===== src/rtl/sobel_ctrl_if.sv =====
// Controller-side bundle for sobel_ctrl: frame control, source RAM read port,
// sobel_calc window/handshake and destination RAM write port.
interface sobel_ctrl_if #(
   parameter int ADDR_W = 16
);
   logic              start_i, busy_o, frame_done_o;
   logic              rd_en_o;
   logic [ADDR_W-1:0] rd_addr_o;
   logic [7:0]        rd_data_i;
   logic [7:0]        d0_o, d1_o, d2_o, d3_o, d4_o, d5_o, d6_o, d7_o, d8_o;
   logic              calc_valid_o, calc_done_i;
   logic [7:0]        calc_pix_i;
   logic              wr_en_o;
   logic [ADDR_W-1:0] wr_addr_o;
   logic [7:0]        wr_data_o;

   modport master (
      input  start_i, rd_data_i, calc_done_i, calc_pix_i,
      output busy_o, frame_done_o, rd_en_o, rd_addr_o,
             d0_o, d1_o, d2_o, d3_o, d4_o, d5_o, d6_o, d7_o, d8_o,
             calc_valid_o, wr_en_o, wr_addr_o, wr_data_o
   );

   modport slave (
      output start_i, rd_data_i, calc_done_i, calc_pix_i,
      input  busy_o, frame_done_o, rd_en_o, rd_addr_o,
             d0_o, d1_o, d2_o, d3_o, d4_o, d5_o, d6_o, d7_o, d8_o,
             calc_valid_o, wr_en_o, wr_addr_o, wr_data_o
   );
endinterface


===== src/rtl/sobel_ctrl.sv =====
// Frame scheduler for sobel_calc: builds 3x3 windows from a sync-read source RAM
// with a column-shift window, one window in flight, results written in raster order.
module sobel_ctrl #(
   parameter int IMG_W  = 8,
   parameter int IMG_H  = 8,
   parameter int ADDR_W = 16
) (
   input  logic         clk,
   input  logic         rst,
   sobel_ctrl_if.master bus
);
   typedef enum logic [2:0] {S_IDLE, S_FILL, S_ISSUE, S_WAIT, S_WRITE, S_COL, S_DONE} state_t;

   localparam logic [ADDR_W-1:0] ONE    = ADDR_W'(1);
   localparam logic [ADDR_W-1:0] W_A    = ADDR_W'(IMG_W);
   localparam logic [ADDR_W-1:0] X_LAST = ADDR_W'(IMG_W - 2);
   localparam logic [ADDR_W-1:0] Y_LAST = ADDR_W'(IMG_H - 2);

   state_t            state;
   logic [ADDR_W-1:0] x, y, wcnt;
   logic [1:0]        ri, ci, nr, nc;
   logic              cap_vld;
   logic [3:0]        cap_slot;
   logic [7:0]        win [9];
   logic              busy, frame_done, rd_en, calc_valid, wr_en;
   logic [ADDR_W-1:0] rd_addr, wr_addr;
   logic [7:0]        wr_data;

   // (r,c) is the offset of the read inside the window anchored at (x-1,y-1)
   function automatic logic [ADDR_W-1:0] raddr(input logic [ADDR_W-1:0] yy, xx,
                                                input logic [1:0] r, c);
      return (yy - ONE + ADDR_W'(r)) * W_A + (xx - ONE + ADDR_W'(c));
   endfunction

   // FILL walks column-major over all 9 cells; COL only walks rows of column 2
   always_comb begin
      nr = (ri == 2'd2) ? 2'd0 : ri + 2'd1;
      nc = (state == S_FILL && ri == 2'd2) ? ci + 2'd1 : ci;
   end

   always_ff @(posedge clk or negedge rst) begin
      if (!rst) begin
         state      <= S_IDLE;
         x          <= '0;
         y          <= '0;
         wcnt       <= '0;
         ri         <= '0;
         ci         <= '0;
         cap_vld    <= 1'b0;
         cap_slot   <= '0;
         for (int i = 0; i < 9; i++) win[i] <= '0;
         busy       <= 1'b0;
         frame_done <= 1'b0;
         rd_en      <= 1'b0;
         rd_addr    <= '0;
         calc_valid <= 1'b0;
         wr_en      <= 1'b0;
         wr_addr    <= '0;
         wr_data    <= '0;
      end else begin
         // read data returns one cycle after the strobe
         cap_vld  <= rd_en;
         cap_slot <= {2'b00, ri} * 4'd3 + {2'b00, ci};
         if (cap_vld) win[cap_slot] <= bus.rd_data_i;

         case (state)
            S_IDLE: if (bus.start_i) begin
               busy    <= 1'b1;
               x       <= ONE;
               y       <= ONE;
               wcnt    <= '0;
               ri      <= 2'd0;
               ci      <= 2'd0;
               rd_en   <= 1'b1;
               rd_addr <= raddr(ONE, ONE, 2'd0, 2'd0);
               state   <= S_FILL;
            end
            S_FILL, S_COL: begin
               if (rd_en) begin
                  if (ri == 2'd2 && ci == 2'd2) rd_en <= 1'b0;
                  else begin
                     ri      <= nr;
                     ci      <= nc;
                     rd_addr <= raddr(y, x, nr, nc);
                  end
               end else if (cap_vld) begin
                  calc_valid <= 1'b1;
                  state      <= S_ISSUE;
               end
            end
            S_ISSUE: begin
               calc_valid <= 1'b0;
               state      <= S_WAIT;
            end
            S_WAIT: if (bus.calc_done_i) begin
               wr_data <= bus.calc_pix_i;
               wr_addr <= wcnt;
               wcnt    <= wcnt + ONE;
               wr_en   <= 1'b1;
               state   <= S_WRITE;
            end
            S_WRITE: begin
               wr_en <= 1'b0;
               if (x < X_LAST) begin
                  x      <= x + ONE;
                  win[0] <= win[1];
                  win[1] <= win[2];
                  win[3] <= win[4];
                  win[4] <= win[5];
                  win[6] <= win[7];
                  win[7] <= win[8];
                  ri      <= 2'd0;
                  ci      <= 2'd2;
                  rd_en   <= 1'b1;
                  rd_addr <= raddr(y, x + ONE, 2'd0, 2'd2);
                  state   <= S_COL;
               end else if (y < Y_LAST) begin
                  y       <= y + ONE;
                  x       <= ONE;
                  ri      <= 2'd0;
                  ci      <= 2'd0;
                  rd_en   <= 1'b1;
                  rd_addr <= raddr(y + ONE, ONE, 2'd0, 2'd0);
                  state   <= S_FILL;
               end else begin
                  busy       <= 1'b0;
                  frame_done <= 1'b1;
                  state      <= S_DONE;
               end
            end
            S_DONE: begin
               frame_done <= 1'b0;
               state      <= S_IDLE;
            end
            default: state <= S_IDLE;
         endcase
      end
   end

   assign bus.busy_o       = busy;
   assign bus.frame_done_o = frame_done;
   assign bus.rd_en_o      = rd_en;
   assign bus.rd_addr_o    = rd_addr;
   assign bus.calc_valid_o = calc_valid;
   assign bus.wr_en_o      = wr_en;
   assign bus.wr_addr_o    = wr_addr;
   assign bus.wr_data_o    = wr_data;
   assign bus.d0_o = win[0];
   assign bus.d1_o = win[1];
   assign bus.d2_o = win[2];
   assign bus.d3_o = win[3];
   assign bus.d4_o = win[4];
   assign bus.d5_o = win[5];
   assign bus.d6_o = win[6];
   assign bus.d7_o = win[7];
   assign bus.d8_o = win[8];
endmodule


===== src/flat_wrapper.sv =====
// flat-port wrapper written by rule: the top's interface ports become plain ports
module sobel_ctrl_flat 
#(
   parameter int IMG_W  = 8,
   parameter int IMG_H  = 8,
   parameter int ADDR_W = 16
)
  (clk, rst, bus_start_i, bus_rd_data_i, bus_calc_done_i, bus_calc_pix_i, bus_busy_o, bus_frame_done_o, bus_rd_en_o, bus_rd_addr_o, bus_d0_o, bus_d1_o, bus_d2_o, bus_d3_o, bus_d4_o, bus_d5_o, bus_d6_o, bus_d7_o, bus_d8_o, bus_calc_valid_o, bus_wr_en_o, bus_wr_addr_o, bus_wr_data_o);
  sobel_ctrl_if #(.ADDR_W(ADDR_W)) bus_i ();
  input  logic clk;
  input  logic rst;
  input wire logic [$bits(bus_i.start_i)-1:0] bus_start_i;
  input wire logic [$bits(bus_i.rd_data_i)-1:0] bus_rd_data_i;
  input wire logic [$bits(bus_i.calc_done_i)-1:0] bus_calc_done_i;
  input wire logic [$bits(bus_i.calc_pix_i)-1:0] bus_calc_pix_i;
  output wire logic [$bits(bus_i.busy_o)-1:0] bus_busy_o;
  output wire logic [$bits(bus_i.frame_done_o)-1:0] bus_frame_done_o;
  output wire logic [$bits(bus_i.rd_en_o)-1:0] bus_rd_en_o;
  output wire logic [$bits(bus_i.rd_addr_o)-1:0] bus_rd_addr_o;
  output wire logic [$bits(bus_i.d0_o)-1:0] bus_d0_o;
  output wire logic [$bits(bus_i.d1_o)-1:0] bus_d1_o;
  output wire logic [$bits(bus_i.d2_o)-1:0] bus_d2_o;
  output wire logic [$bits(bus_i.d3_o)-1:0] bus_d3_o;
  output wire logic [$bits(bus_i.d4_o)-1:0] bus_d4_o;
  output wire logic [$bits(bus_i.d5_o)-1:0] bus_d5_o;
  output wire logic [$bits(bus_i.d6_o)-1:0] bus_d6_o;
  output wire logic [$bits(bus_i.d7_o)-1:0] bus_d7_o;
  output wire logic [$bits(bus_i.d8_o)-1:0] bus_d8_o;
  output wire logic [$bits(bus_i.calc_valid_o)-1:0] bus_calc_valid_o;
  output wire logic [$bits(bus_i.wr_en_o)-1:0] bus_wr_en_o;
  output wire logic [$bits(bus_i.wr_addr_o)-1:0] bus_wr_addr_o;
  output wire logic [$bits(bus_i.wr_data_o)-1:0] bus_wr_data_o;
  assign bus_i.start_i = bus_start_i;
  assign bus_i.rd_data_i = bus_rd_data_i;
  assign bus_i.calc_done_i = bus_calc_done_i;
  assign bus_i.calc_pix_i = bus_calc_pix_i;
  assign bus_busy_o = bus_i.busy_o;
  assign bus_frame_done_o = bus_i.frame_done_o;
  assign bus_rd_en_o = bus_i.rd_en_o;
  assign bus_rd_addr_o = bus_i.rd_addr_o;
  assign bus_d0_o = bus_i.d0_o;
  assign bus_d1_o = bus_i.d1_o;
  assign bus_d2_o = bus_i.d2_o;
  assign bus_d3_o = bus_i.d3_o;
  assign bus_d4_o = bus_i.d4_o;
  assign bus_d5_o = bus_i.d5_o;
  assign bus_d6_o = bus_i.d6_o;
  assign bus_d7_o = bus_i.d7_o;
  assign bus_d8_o = bus_i.d8_o;
  assign bus_calc_valid_o = bus_i.calc_valid_o;
  assign bus_wr_en_o = bus_i.wr_en_o;
  assign bus_wr_addr_o = bus_i.wr_addr_o;
  assign bus_wr_data_o = bus_i.wr_data_o;
  sobel_ctrl #(.IMG_W(IMG_W), .IMG_H(IMG_H), .ADDR_W(ADDR_W)) u_core (.clk(clk), .rst(rst), .bus(bus_i));
endmodule

===== config.mk =====
export PLATFORM = sky130hd
export DESIGN_NAME = sobel_ctrl_flat
export DESIGN_NICKNAME = d
export VERILOG_FILES = /design/src/rtl/sobel_ctrl_if.sv /design/src/rtl/sobel_ctrl.sv /design/src/flat_wrapper.sv
export SDC_FILE = /design/constraint.sdc
export NUM_CORES = 1
export LEC_CHECK = 0
export ABC_AREA = 1
export CAP_MARGIN = 20
export CORE_MARGIN = 10
export CORE_UTILIZATION = 50
export DETAILED_ROUTE_END_ITERATION = 8
export PLACE_DENSITY = 0.73
export SLEW_MARGIN = 0
export SYNTH_ARGS = -nofsm -noshare
export SYNTH_HDL_FRONTEND = slang
export SYNTH_SLANG_ARGS = --single-unit

===== constraint.sdc =====
create_clock -name clk -period 4.57 [get_ports clk]
set_input_delay 0.914 -clock clk [delete_from_list [all_inputs] [get_ports clk]]
set_output_delay 0.914 -clock clk [all_outputs]
set_load 0.05 [all_outputs]

# ---- Yosys cells after proc, flatten, opt, wreduce, memory -nomap -nowiden
# Index checks and enable logic that the tools add are counted.
# W data, S select, Z words.
dict set report word_totals {
  regBits 177
  out_inout_bits 117
  elab_cells 147
}
dict set report op_classes {
  add_sub_neg 15
  mul 1
  n_lt_le_gt_ge 4
  n_eq_ne 18
  n_mux 61
  bitwise_logic 1
  n_reduce_logical 22
}
# op n
set ops {}
lappend ops {{$mux W16} 17}
lappend ops {{$pmux W16 S2} 3}
lappend ops {{$bwmux W72} 1}
lappend ops {{$mux W72} 1}
lappend ops {{$add A16 B1 Y16 const B} 3}
lappend ops {{$pmux W16 S3} 1}
lappend ops {{$add A16 B16 Y16} 2}
lappend ops {{$demux W8 S4} 1}
lappend ops {{$lt A16 B3 Y1 const B} 2}
lappend ops {{$sub A16 B1 Y16 const B} 2}
lappend ops {{$sub A13 B1 Y13 const B} 2}
lappend ops {{$mux W2} 10}
lappend ops {{$mux W3} 6}
lappend ops {{$add A16 B2 Y16} 1}
lappend ops {{$add A16 B2 Y16 const B} 1}
lappend ops {{$pmux W3 S5} 1}
lappend ops {{$reduce_and A3 Y1} 5}
lappend ops {{$add A13 B2 Y13} 1}
lappend ops {{$mux W1} 12}
lappend ops {{$ne A2 B2 Y1 const B} 6}
lappend ops {{$pmux W2 S3} 2}
lappend ops {{$reduce_and A4 Y1} 3}
lappend ops {{$reduce_bool A2 Y1} 5}
lappend ops {{$eq A3 B3 Y1 const B} 3}
lappend ops {{other kinds (20)} 31}

# ---- Longest topological paths before layout
dict set report logic_depth {
  ltp_word 9
  depth_mapped 27
}

# ---- Worst setup path after synthesis
# OpenSTA, ideal clock, no wires.
dict set report synth_path {
  path_kind {register to register}
  start {register u_core.y[0]}
  end {register u_core.rd_addr[15], in the netlist u_core.bus.rd_addr_o[15]}
  setup_time_ns 0.066
  arrival_ns 3.490
  path_slack_ns 1.015
  path_stages_with_launch 26
  n_path_buf 0
  synth_period_minus_slack_ns 3.555
  path_cell_list {dfrtp_1 inv_2 ha_1 inv_1 ha_1 nand2_1 inv_1 o21ai_0 inv_1 nand3_1 nand3b_1 nand3b_1 nor3_2 xor2_1 ha_1 inv_1 ha_1 a21oi_1 nand2_1 a21oi_1 inv_1 nand3_1 nand3_1 nand2_1 nand2_1 nand2_1}
}
dict set report synth_via {
  elab_chain_len 6
  elab_cells_between_ends 14
}
# item line_no
set synth_rtl {}
lappend synth_rtl {{start, declared} sobel_ctrl.sv:20} ;# logic [ADDR_W-1:0] x, y, wcnt;
lappend synth_rtl {{start signal, assigned} sobel_ctrl.sv:118} ;# y <= y + ONE;
lappend synth_rtl {{$sub A13 B1 Y13} sobel_ctrl.sv:32} ;# return (yy - ONE + ADDR_W'(r)) * W_A + (xx - ONE + ADDR_W'(c));
lappend synth_rtl {{$add A13 B2 Y13} sobel_ctrl.sv:32}
lappend synth_rtl {{$add A16 B16 Y16} sobel_ctrl.sv:32}
lappend synth_rtl {{$mux W16} sobel_ctrl.sv:80} ;# if (ri == 2'd2 && ci == 2'd2) rd_en <= 1'b0;
lappend synth_rtl {{$mux W16} sobel_ctrl.sv:79} ;# if (rd_en) begin
lappend synth_rtl {{$pmux W16 S3} sobel_ctrl.sv:66} ;# case (state)
lappend synth_rtl {{end signal, assigned} sobel_ctrl.sv:75} ;# rd_addr <= raddr(ONE, ONE, 2'd0, 2'd0);
lappend synth_rtl {{end signal, assigned} sobel_ctrl.sv:84} ;# rd_addr <= raddr(y, x, nr, nc);
lappend synth_rtl {{end signal, assigned} sobel_ctrl.sv:115} ;# rd_addr <= raddr(y, x + ONE, 2'd0, 2'd2);
lappend synth_rtl {{end, declared} sobel_ctrl.sv:26} ;# logic [ADDR_W-1:0] rd_addr, wr_addr;
# Parallel ways exist; a longest one is shown, timed or not. The select of a mux whose other input is x is not followed.
# A chain may end at the register's enable or synchronous reset.

# ---- Worst setup path in the final report
# Same ends and word-level chain as after synthesis.

==> results.yml <==
route:
  first_pass_iters: 5
  wl_per_cell_um: 16.1
  drc: 0
  vias_per_cell: 5.39
  drtIter0Drc: 861
  antenna_left: 0
  routed-via-count: 9897
  drt_wl_total_um: 29600
synth:
  yosysUniqueCellTypes: 50
  ys_async_sr_fraction: 1.00
  seq_area_frac_synth: 0.414
  synth.avg_cell_area_um2: 7.50
  yosys.area.top_type: "dfrtp_1"
  synth_cells: 1426
  synthesis.area_um2: 10700
  yosys.area.top_type_share: 0.414
  synth.area.top_cells: "dfrtp_1, nand2_1, o21ai_0"
  ys_seq_elements: 177
  synth_edf_count: 0
  ys.flop_type: "dfrtp_1"
  yosys_warnings: 0
  syn_nets: 1502
floorplanning:
  boundaryPins: 137
  start_util: 0.509
  die_w_um: 166
  num_rows: 53
  die_area_um2: 27600
  coreArea_um2: 21000
  die_h_um: 166
worst_setup_path:
  crit_path_start: "u_core.y[0]$_DFFE_PN0P_"
  cp_max_fo: 8
  r2r_start: "u_core.y[0]$_DFFE_PN0P_"
  critical_path_arrival_ns: 4.41
  ff2ff_setup_slack_ns: 0.53
  reg2reg_to: "u_core.bus.rd_addr_o[15]$_DFFE_PN0P_"
  endpoint: "u_core.bus.rd_addr_o[15]$_DFFE_PN0P_"
  critPathRequiredTime_ns: 4.95
  worst_setup_path_start_kind: "register"
  critPathKind: "register to register"
  end_kind: "register"
  ff2ff_path_depth: 25
clock_tree:
  htreeDepth: 4
  cts_resized: 0
  postCtsSetupBuffers: 0
  cts_buffers: 17
  root_buffer: "clkbuf_16"
  clock_sinks: 177
  max-clock-path-buffers: 2
  clk_pin_slew_ns: 0.07
  cts_tree: "done"
  clkLatencyLatePin_ns: 0.44
  cts_hold_buf: 0
timing:
  tightest_slew_ns: 1.03
  hold_viol_final: 0
  fmax_mhz: 248
  rsz0062_at_grt: "false"
  fin_skew_ns: 0.0153
  finalSetupViolations: 0
  setup-tns-final_ns: 0
  max_slew_margin: 0.309
  fin_crit_ns: 4.04
  maxSlewViolCount: 0
  fin_crit_sh: 0.884
finish:
  insertedDiodeCount: 0
  final_layout_size_suffix_gt1_frac: 0.0576
  ff_latch_area_um2: 4430
  final_area_um2: 12900
  fin_nets: 1625
  multi_input_area_um2: 5370
  fillers: 1883
  area_growth_pct: 20.5
flow_run:
  cap_viol_max_count: 0
power_and_ir_drop:
  power_density_nw_per_um2: 799
  ir_drop_mv: 0.475
  p_leak_nw: 6.40
status:
  outcome: "finished, final reports clean"
grt:
  track_usage: 0.210
  grt_pass1_vias: 9205
  grt.overflow.total: 0
  grt_pass1_wl_um: 48500
  grt_max_degree: 118
  antenna_found_initial: 0
hold_path:
  min_path_type: "register to register"
placed_design:
  place.gp.congestion: 1.00
  dpl_cell_area_um2: 12300
  io_buffers: 136
  dpl.hpwl_um: 22300
==> critical path, stage by stage, from the launching register on <==
cell and delay, ns:
dfrtp_1 0.43, inv_2 0.13, ha_1 0.42, inv_1 0.12, ha_1 0.30, nand2_1 0.06, inv_1 0.03, o21ai_0 0.26
inv_1 0.08, nand3_1 0.12, nand3b_1 0.15, nand3b_1 0.17, nor3_2 0.06, xor2_1 0.16, ha_1 0.30, inv_1 0.04
ha_1 0.33, a21oi_1 0.18, nand2_1 0.07, a21oi_1 0.17, inv_1 0.06, nand3_1 0.08, nand3_1 0.08, nand2_1 0.07
nand2_1 0.05, nand2_1 0.07
==> cells in the mapped netlist (3+ instances only) <==
cell / count
a21oi_1: 52
dfrtp_1: 177
xnor2_1: 9
buf_1: 3
a31oi_1: 20
nand4_1: 16
nand3_1: 68
fa_1: 4
clkbuf_1: 25
nand3b_1: 3
xor2_1: 33
a2bb2oi_1: 3
o22ai_1: 5
nand2_2: 8
nor2_1: 103
nand2_1: 412
or2_2: 3
inv_1: 183
nor2_4: 6
nor2_2: 10
xor2_2: 4
nor3_1: 24
o21a_1: 9
o21ai_0: 142
a21o_1: 4
inv_2: 7
ha_1: 52
nor3_2: 3
buf_2: 10
==> cell type report <==
| class | count | area share |
|---|---|---|
| Tap cell | 275 | 0.0267 |
| Clock buffer | 18 | 0.0333 |
| Clock inverter | 14 | 0.0120 |
| Sequential cell | 177 | 0.344 |
| Timing Repair Buffer | 145 | 0.112 |
| Inverter | 191 | 0.0556 |
| Multi-Input combinational cell | 1017 | 0.417 |
==> worst min-delay path by stage <==
stage / from / cells after the start / end
2_1_floorplan: u_core.x[5]$_DFFE_PN0P_ / 2 / u_core.x[5]$_DFFE_PN0P_
3_3_place_gp: u_core.bus.rd_en_o$_DFFE_PN0P_ / 0 / u_core.cap_vld$_DFF_PN0_
3_5_place_dp: u_core.bus.rd_en_o$_DFFE_PN0P_ / 0 / u_core.cap_vld$_DFF_PN0_
4_1_cts: u_core.bus.rd_en_o$_DFFE_PN0P_ / 0 / u_core.cap_vld$_DFF_PN0_
5_1_grt: u_core.bus.rd_en_o$_DFFE_PN0P_ / 0 / u_core.cap_vld$_DFF_PN0_
6_report: u_core.bus.rd_en_o$_DFFE_PN0P_ / 0 / u_core.cap_vld$_DFF_PN0_
==> routing by layer <==
layer,vias to the layer above,part of all wire,global-route usage,routed length [um]
met5,-,0,0,0
met4,0,0.021,0.0645,628
met3,37,0.078,0.0495,2310
met2,370,0.44,0.316,13000
met1,4647,0.46,0.292,13700
li1,4843,-,-,-
==> per-stage QoR <==
step,total power [mW],std cells,hold WS [ns],setup WS [ns],utilization
global placement,8.71,1805,0.423,0.755,0.585
global route,11.0,1837,0.445,0.183,0.613
CTS,10.3,1837,0.431,0.594,0.613
floorplan,6.92,1426,0.458,1.01,-
detailed placement,8.79,1805,0.420,0.621,0.585
finish,10.3,1837,0.435,0.532,0.613
==> layout by cell type, fill, tap and decap left out, drive strengths merged <==
cell type and instances:
a21oi 53, xor2 37, or2 3, inv 199, nand3b 3, o21ai 144, ha 52, a21boi 2
nor4 2, o221ai 2, a31o 1, o21a 9, nand3 70, o211ai 2, a2bb2oi 3, clkdlybuf4s50 135
nor3 27, a22oi 1, dfrtp 177, a211oi 1, o21bai 1, clkinv 6, fa 4, o31ai 2
nand2 420, a32oi 2, a21o 4, nor2 119, a31oi 20, o311ai 1, buf 10, o32ai 1
nand4 17, xnor2 9, o22ai 5, clkbuf 18
==> logic make-up (layout without fill, tap and decap cells) <==
family / count (synthesis) / count (layout) / synth area share
DFF: 177 / 177 / 0.414
and+or+nand+nor: 661 / 661 / 0.261
xor gates and xnor gates: 46 / 46 / 0.0405
buffers and inverters: 232 / 368 / 0.0840
AOI/OAI and AO/OA: 254 / 254 / 0.132
adders and majority gates: 56 / 56 / 0.0683
==> where the power goes <==
| group | leakage [nW] | switching [mW] | internal, mW |
|---|---|---|---|
| clock | 0.286 | 0.716 | 0.737 |
| combinational | 3.90 | 4.29 | 2.10 |
| sequential | 2.21 | 0.385 | 2.07 |
No activity file was read; power rests on OpenSTA's default activity.
